### src/rtl/bcd_pkg.sv
// Shared types, constants and helpers for the digit-serial BCD add/sub stage.
package bcd_pkg;

   typedef enum logic [1:0] {
      IDLE,
      ADD,
      RECOMP,
      DONE
   } state_t;

   localparam logic [3:0] BCD_MAX  = 4'd9;
   localparam logic [3:0] BCD_CORR = 4'd6;

   function automatic logic [3:0] nines_comp(input logic [3:0] d);
      return BCD_MAX - d;
   endfunction

endpackage

### src/rtl/bcd_digit_adder.sv
// One-digit BCD adder with decimal correction; shared by the add and
// recomplement passes.
module bcd_digit_adder
   import bcd_pkg::*;
(
   input  logic [3:0] x,
   input  logic [3:0] y,
   input  logic       cin,
   output logic [3:0] sum,
   output logic       cout
);

   logic [4:0] s;

   always_comb begin
      s    = {1'b0, x} + {1'b0, y} + {4'b0, cin};
      sum  = s[3:0];
      cout = 1'b0;
      if (s > {1'b0, BCD_MAX}) begin
         sum  = s[3:0] + BCD_CORR;
         cout = 1'b1;
      end
   end

endmodule

### src/rtl/bcd_serial_addsub.sv
// Digit-serial NDIG-digit BCD adder/subtractor, LSD first; negative
// differences are recomplemented to sign-magnitude in a second pass.
module bcd_serial_addsub
   import bcd_pkg::*;
#(
   parameter int NDIG = 2
) (
   input  logic              clk,
   input  logic              rst_n,
   input  logic              start,
   input  logic              m,
   input  logic [4*NDIG-1:0] a,
   input  logic [4*NDIG-1:0] b,
   output logic [4*NDIG-1:0] result,
   output logic              cout,
   output logic              neg,
   output logic              err,
   output logic              busy,
   output logic              done
);

   localparam int IW = (NDIG > 1) ? $clog2(NDIG) : 1;
   localparam logic [IW-1:0] LAST = IW'(NDIG - 1);

   state_t            state;
   logic [IW-1:0]     idx;
   logic              carry;
   logic              m_q;
   logic [4*NDIG-1:0] a_q;
   logic [4*NDIG-1:0] b_q;

   logic [3:0] a_dig;
   logic [3:0] b_dig;
   logic [3:0] r_dig;
   logic [3:0] x;
   logic [3:0] y;
   logic [3:0] sum_d;
   logic       co;
   logic       bad_in;

   always_comb begin
      a_dig = '0;
      b_dig = '0;
      r_dig = '0;
      for (int i = 0; i < NDIG; i++) begin
         if (idx == IW'(i)) begin
            a_dig = a_q[4*i +: 4];
            b_dig = b_q[4*i +: 4];
            r_dig = result[4*i +: 4];
         end
      end
   end

   // Recomplement reuses the adder: 9's(result digit) + carry.
   always_comb begin
      x = a_dig;
      y = m_q ? nines_comp(b_dig) : b_dig;
      if (state == RECOMP) begin
         x = nines_comp(r_dig);
         y = '0;
      end
   end

   always_comb begin
      bad_in = 1'b0;
      for (int i = 0; i < NDIG; i++) begin
         if (a[4*i +: 4] > BCD_MAX) bad_in = 1'b1;
         if (b[4*i +: 4] > BCD_MAX) bad_in = 1'b1;
      end
   end

   bcd_digit_adder u_dig (
      .x    (x),
      .y    (y),
      .cin  (carry),
      .sum  (sum_d),
      .cout (co)
   );

   always_ff @(posedge clk or negedge rst_n) begin
      if (!rst_n) begin
         state  <= IDLE;
         idx    <= '0;
         carry  <= 1'b0;
         m_q    <= 1'b0;
         a_q    <= '0;
         b_q    <= '0;
         result <= '0;
         cout   <= 1'b0;
         neg    <= 1'b0;
         err    <= 1'b0;
         busy   <= 1'b0;
         done   <= 1'b0;
      end else begin
         done <= 1'b0;
         unique case (state)
            IDLE: begin
               if (start) begin
                  a_q    <= a;
                  b_q    <= b;
                  m_q    <= m;
                  result <= '0;
                  cout   <= 1'b0;
                  neg    <= 1'b0;
                  idx    <= '0;
                  carry  <= m;
                  busy   <= 1'b1;
                  if (bad_in) begin
                     err   <= 1'b1;
                     done  <= 1'b1;
                     state <= DONE;
                  end else begin
                     err   <= 1'b0;
                     state <= ADD;
                  end
               end
            end
            ADD: begin
               result[4*int'(idx) +: 4] <= sum_d;
               carry <= co;
               if (idx == LAST) begin
                  idx <= '0;
                  if (!m_q) begin
                     cout  <= co;
                     done  <= 1'b1;
                     state <= DONE;
                  end else if (co) begin
                     done  <= 1'b1;
                     state <= DONE;
                  end else begin
                     neg   <= 1'b1;
                     carry <= 1'b1;
                     state <= RECOMP;
                  end
               end else begin
                  idx <= idx + 1'b1;
               end
            end
            RECOMP: begin
               result[4*int'(idx) +: 4] <= sum_d;
               carry <= co;
               if (idx == LAST) begin
                  idx   <= '0;
                  done  <= 1'b1;
                  state <= DONE;
               end else begin
                  idx <= idx + 1'b1;
               end
            end
            DONE: begin
               busy  <= 1'b0;
               state <= IDLE;
            end
         endcase
      end
   end

endmodule

### config.mk
export PLATFORM = sky130hd
export DESIGN_NAME = bcd_serial_addsub
export DESIGN_NICKNAME = d
export VERILOG_FILES = /design/src/rtl/bcd_pkg.sv /design/src/rtl/bcd_digit_adder.sv /design/src/rtl/bcd_serial_addsub.sv
export SDC_FILE = /design/constraint.sdc
export NUM_CORES = 1
export LEC_CHECK = 0
export CAP_MARGIN = 25
export CORE_ASPECT_RATIO = 0.6
export CORE_UTILIZATION = 30
export CTS_CLUSTER_DIAMETER = 30
export DETAILED_ROUTE_END_ITERATION = 10
export SETUP_SLACK_MARGIN = 0.05
export SYNTH_ARGS = -nofsm -noshare
export SYNTH_HDL_FRONTEND = slang
export SYNTH_SLANG_ARGS = --single-unit
### constraint.sdc
create_clock -name clk -period 7.6 [get_ports clk]
set_input_delay 1.52 -clock clk [delete_from_list [all_inputs] [get_ports clk]]
set_output_delay 1.52 -clock clk [all_outputs]
set_load 0.02 [all_outputs]
==> results of run 1 <==
kinds of logic after synthesis:
logic type / Yosys count / synth area share
AO/OA/AOI/OAI: 44 / 0.144
flip-flops: 34 / 0.416
AND/OR/NAND/NOR: 52 / 0.119
XOR/XNOR: 5 / 0.0214
buffers and inverters: 18 / 0.0343
adder cells (fa/ha/maj): 13 / 0.0868
multiplexers: 33 / 0.179
through the flow:
step	hold WS (ns)	instance area (um^2)
6_report	0.503	2580
5_1_grt	0.518	2580
4_1_cts	0.506	2580
3_5_place_dp	0.494	2450
3_3_place_gp	0.485	2450
2_1_floorplan	0.471	2050
registers in the layout, summed over array words and instances, names as in the netlist:
signal	count
neg	1
b_q	8
done	1
busy	1
carry	1
cout	1
idx	1
err	1
result	8
a_q	8
m_q	1
state	2
critical path, stage by stage (launching register included):
cell and delay (ns):
dfrtp_1 0.82, mux4_2 0.60, fa_1 0.38, inv_1 0.08
fa_1 0.20, xnor2_1 0.15, ha_1 0.27, a221o_1 0.34
a21bo_2 0.26, a311o_1 0.32, a21oi_1 0.18
routing by layer:
metal | global-route usage | share of wire | up-vias
met5 | 0 | 0 | -
met4 | 0.0389 | 0.011 | 0
met3 | 0.0631 | 0.066 | 9
met2 | 0.191 | 0.38 | 41
met1 | 0.212 | 0.54 | 751
li1 | - | - | 783
cell type report:
type | count | area, um^2
Clock buffer | 7 | 133
Fill cell | 626 | 3750
Inverter | 11 | 41.3
Multi-Input combinational cell | 147 | 1120
Sequential cell | 34 | 851
Tap cell | 84 | 105
Timing Repair Buffer | 33 | 328
final timing paths:
check,cells after the start,to
worst min-delay path,1,b_q[7]$_DFFE_PN0P_
worst max-delay path,10,done$_DFF_PN0_
worst max register to register,10,done$_DFF_PN0_
max in group asynchronous,2,a_q[0]$_DFFE_PN0P_
min in group asynchronous,2,result[5]$_DFFE_PN0P_
worst min register to register,1,b_q[7]$_DFFE_PN0P_
Yosys cell counts:
library cell and number:
dfrtp_1 34, nand2_1 20, mux2_2 19, o21ai_0 18, mux2i_1 13, nor2_1 12
ha_1 11, inv_1 11, a21oi_1 5, clkbuf_1 5, xnor2_1 5, a31oi_1 3
nand2b_1 3, nand3b_1 3, nor3_1 3, a211oi_1 2, a21o_1 2, a22o_1 2
a22oi_1 2, and3_1 2, buf_2 2, fa_1 2, nand3_1 2, nand4_1 2
nor2b_1 2, or3_1 2, a21bo_2 1, a21oi_2 1, a221o_1 1, a2bb2oi_1 1
a311o_1 1, a31o_2 1, a32oi_1 1, and2_1 1, mux4_2 1, o221ai_1 1
o311ai_2 1, o31ai_1 1
==> qor.yml, run 1 <==
vias: 1584
cts_tree: "done"
yosys_warnings: 0
viasPerCell: 5.01
hold_path.class: "reg2reg"
drt-total-wl_mm: 4.64
hp-start: "b_q[7]$_DFFE_PN0P_"
start_util: 0.323
synth_area_leader_cell: "dfrtp_1"
fmax_ghz: 0.271
cts-resized-gates: 0
status: "finished clean"
ios: 33
cts_sinks: 34
antenna_found_initial: 0
cts.htree.levels: 2
port_buffers: 32
grt_pass1_vias: 1528
synth.cell_area_um2: 2050
instances_no_fill: 316
insertion_delay_ns: 0.28
drt_first_pass_iters: 4
drv_cap: 0
final_util: 0.408
place_inst: 309
drv_slew: 0
hold_viol: 0
drc: 0
post-place-ws_ns: 3.90
setup_viol: 0
gp_congestion: 0.924
clk_pin_slew_ns: 0.05
critPathKind: "reg2reg"
seq_area_frac_synth: 0.416
syn_avg_cell_area_um2: 10.3
skew_ns: 0.00509
rows: 22
r2r_slack_ns: 3.91
synthCells: 199
post-route-period-util: 0.486
drtIter0Drc: 48
final_cell_mix: "dfrtp_1, clkdlybuf4s50_1, nand2_1"
reg2reg_from: "idx$_DFFE_PN0P_"
cts_setup_buffers: 0
arrival_ns: 3.88
start_kind: "register"
crit_start: "idx$_DFFE_PN0P_"
cts.path.max_buffers: 2
n_antenna_cell: 0
critPathMaxFanout: 17
cts_root_buf: "clkbuf_16"
area_growth_pct: 26.2
cts_buffers: 5
wl_per_cell_um: 14.7
crit_required_ns: 7.79
grt_max_degree: 35
syn_nets: 232
hpwlAfterDp_mm: 3.60
dieWidth_um: 109
synth_area_leaders: "dfrtp_1, mux2_2, ha_1, mux2i_1, o21ai_0"
final_nets: 265
grt_first_pass_wirelength_mm: 7.73
ys_types: 38
ant_nets: 0
dieArea_um2: 7160
cts_hold_buffers: 0
synth-seq-cells: 34
synth_top_cell_area_share: 0.416
min_period_ns: 3.69
grt-ovfl-total: 0
core_area_um2: 6330
setup_ws_ns: 3.91
tns_ns: 0
die_h_um: 66.0
final_common_cell: "dfrtp_1"
track_usage: 0.146
slew_headroom: 0.493
worstMarginPinSlew_ns: 0.759
drive_above_1_share: 0.129
cp-end-kind: "register"
rsz0062_at_grt: "false"
Power of run 1 is left out: the tool's default activity adds up to more than one toggle a clock period on the data nets, which glitch-free logic cannot reach.
==> run 2: changes to the inputs <==
==> constraint.sdc (replaced) <==
create_clock -name clk -period 3.04 [get_ports clk]
set_input_delay 0.608 -clock clk [delete_from_list [all_inputs] [get_ports clk]]
set_output_delay 0.608 -clock clk [all_outputs]
set_load 0.02 [all_outputs]
==> run 2 against run 1 <==
  * The flow now finishes with violations (setup timing)
  * Hold slack improved by 0.0014 ns
  * Setup slack got worse by 3.9 ns
  * Clock skew decreased by 0.0022 ns
  * Final cell count increased by 11%
  * Die area unchanged
  * Design area increased by 17%
  * Global-route usage increased by 2.3 points
  * Via count increased by 9.8%
  * Largest cell class unchanged
  * Highest routed layer unchanged
==> qor.yml, run 2 (synthesis results as in run 1) <==
track_usage: 0.169  # +0.0227
violations: "setup timing"
critPathKind: "reg2reg"
cts.path.max_buffers: 2  # unchanged
final_nets: 298  # +12%
arrival_ns: 3.27  # -0.61 ns
skew_ns: 0.00288  # -0.00221 ns
status: "complete, but fails checks"
ant_nets: 0  # unchanged
drt-total-wl_mm: 5.59  # +20%
start_kind: "register"
rows: 22  # unchanged
crit_required_ns: 3.25  # -4.54 ns
dieWidth_um: 109  # unchanged
cts_tree: "done"
cts_buffers: 5  # unchanged
viasPerCell: 4.97  # -0.82%
setup_ws_ns: -0.0188  # -3.93 ns
hold_viol: 0  # unchanged
vias: 1740  # +9.8%
rsz0062_at_grt: "true"
drt_first_pass_iters: 4  # unchanged
cts.htree.levels: 2  # unchanged
drive_above_1_share: 0.323  # +0.194
clk_pin_slew_ns: 0.06  # about the same
cts_sinks: 34  # unchanged
seqCellArea_um2: 852  # +0.15%
wl_per_cell_um: 16.0  # +8.6%
reg_top3: "a_q x8, b_q x8, result x8"
dieArea_um2: 7160  # unchanged
port_buffers: 32  # unchanged
grt-ovfl-total: 0  # unchanged
final_util: 0.478  # +0.0702
hpwlAfterDp_mm: 3.89  # +8.1%
n_antenna_cell: 0  # unchanged
die_h_um: 66.0  # unchanged
cp-end-kind: "register"
final_common_cell: "dfrtp_1"
hold_path.class: "reg2reg"
critPathMaxFanout: 7  # -10
start_util: 0.323  # unchanged
antenna_found_initial: 0  # unchanged
core_area_um2: 6330  # unchanged
ios: 33  # unchanged
post-route-period-util: 1.01  # +0.520
drv_slew: 0  # unchanged
fmax_ghz: 0.327  # +21%
nFillCells: 608  # -2.9%
slew_headroom: 0.471  # -0.0223
setup_viol: 1  # +1
cts_root_buf: "clkbuf_16"
grt_pass1_vias: 1746  # +14%
area_growth_pct: 48.0
drv_cap: 0  # unchanged
insertion_delay_ns: 0.28  # about the same
grt_max_degree: 35  # unchanged
multi_input_area_um2: 1260  # +12%
worstMarginPinSlew_ns: 0.792  # +0.0333 ns
min_period_ns: 3.06  # -0.633 ns
grt_first_pass_wirelength_mm: 9.04  # +17%
drtIter0Drc: 106  # +120%
gp_congestion: 0.830  # -10%
drc: 0  # unchanged
final_cell_mix: "dfrtp_1, clkdlybuf4s50_1, buf_4"
-- run 2: layout make-up --
class | count | share of cell area
Clock buffer | 5 | 0.0413
Tap cell | 84 | 0.0347
Clock inverter | 3 | 0.0149
Multi-Input combinational cell | 147 | 0.417
Timing Repair Buffer | 66 | 0.197
Inverter | 11 | 0.0136
Sequential cell | 34 | 0.282
-- run 2: repair_timing --
action                                  4_1_cts  5_1_grt
setup buffers                                 7        3
gates cloned                                  1        0
pin swaps                                    12       10
hold endpoints to repair                      0        0
gates resized for setup                       6       24
hold buffers                                  0        0
endpoints found under the setup margin        7       11
-- run 2: per-stage QoR --
| step | worst slack, ns | cell area (um^2) | TNS (ns) | instances | hold slack, ns |
|---|---|---|---|---|---|
| 6_report | -0.0188 | 3030 | -0.0188 | 350 | 0.505 |
| 5_1_grt | -0.130 | 3030 | -0.553 | 350 | 0.522 |
| 4_1_cts | -0.0184 | 2890 | -0.0215 | 348 | 0.504 |
| 3_5_place_dp | -0.127 | 2650 | -0.387 | 332 | 0.491 |
| 3_3_place_gp | -0.0283 | 2650 | -0.0984 | 332 | 0.488 |
| 2_1_floorplan | 0.0241 | 2100 | 0 | 199 | 0.312 |
-- run 2: routing by layer --
metal  global-route usage  wire length [um]  vias to the layer above
li1                     -                 -                      850
met1                0.261              2820                      825
met2                0.226              2270                       57
met3               0.0384               431                        8
met4               0.0507                65                        0
met5                    0                 0                        -
-- run 2: final timing paths --
path	to	cells after the start	slack (ns)	startpoint
worst min register to register	a_q[1]$_DFFE_PN0P_	1	0.50	a_q[1]$_DFFE_PN0P_
worst max-delay path	done$_DFF_PN0_	12	-0.02	state[0]$_DFFE_PN0P_
worst min-delay path	a_q[1]$_DFFE_PN0P_	1	0.50	a_q[1]$_DFFE_PN0P_
min in group asynchronous	state[1]$_DFFE_PN0P_	2	0.73	rst_n
max in group asynchronous	idx$_DFFE_PN0P_	2	1.97	rst_n
worst max register to register	done$_DFF_PN0_	12	-0.02	state[0]$_DFFE_PN0P_
-- run 2: critical path: stages, from the launching register on --
cell and delay, ns:
dfrtp_1 0.39, inv_2 0.08, ha_4 0.18, mux4_2 0.33, fa_2 0.39, inv_2 0.07
fa_2 0.24, xnor2_2 0.12, ha_4 0.19, a221o_1 0.35, a21bo_4 0.25, a311o_1 0.28
a21oi_2 0.13
Power of run 2 is left out for the same reason.
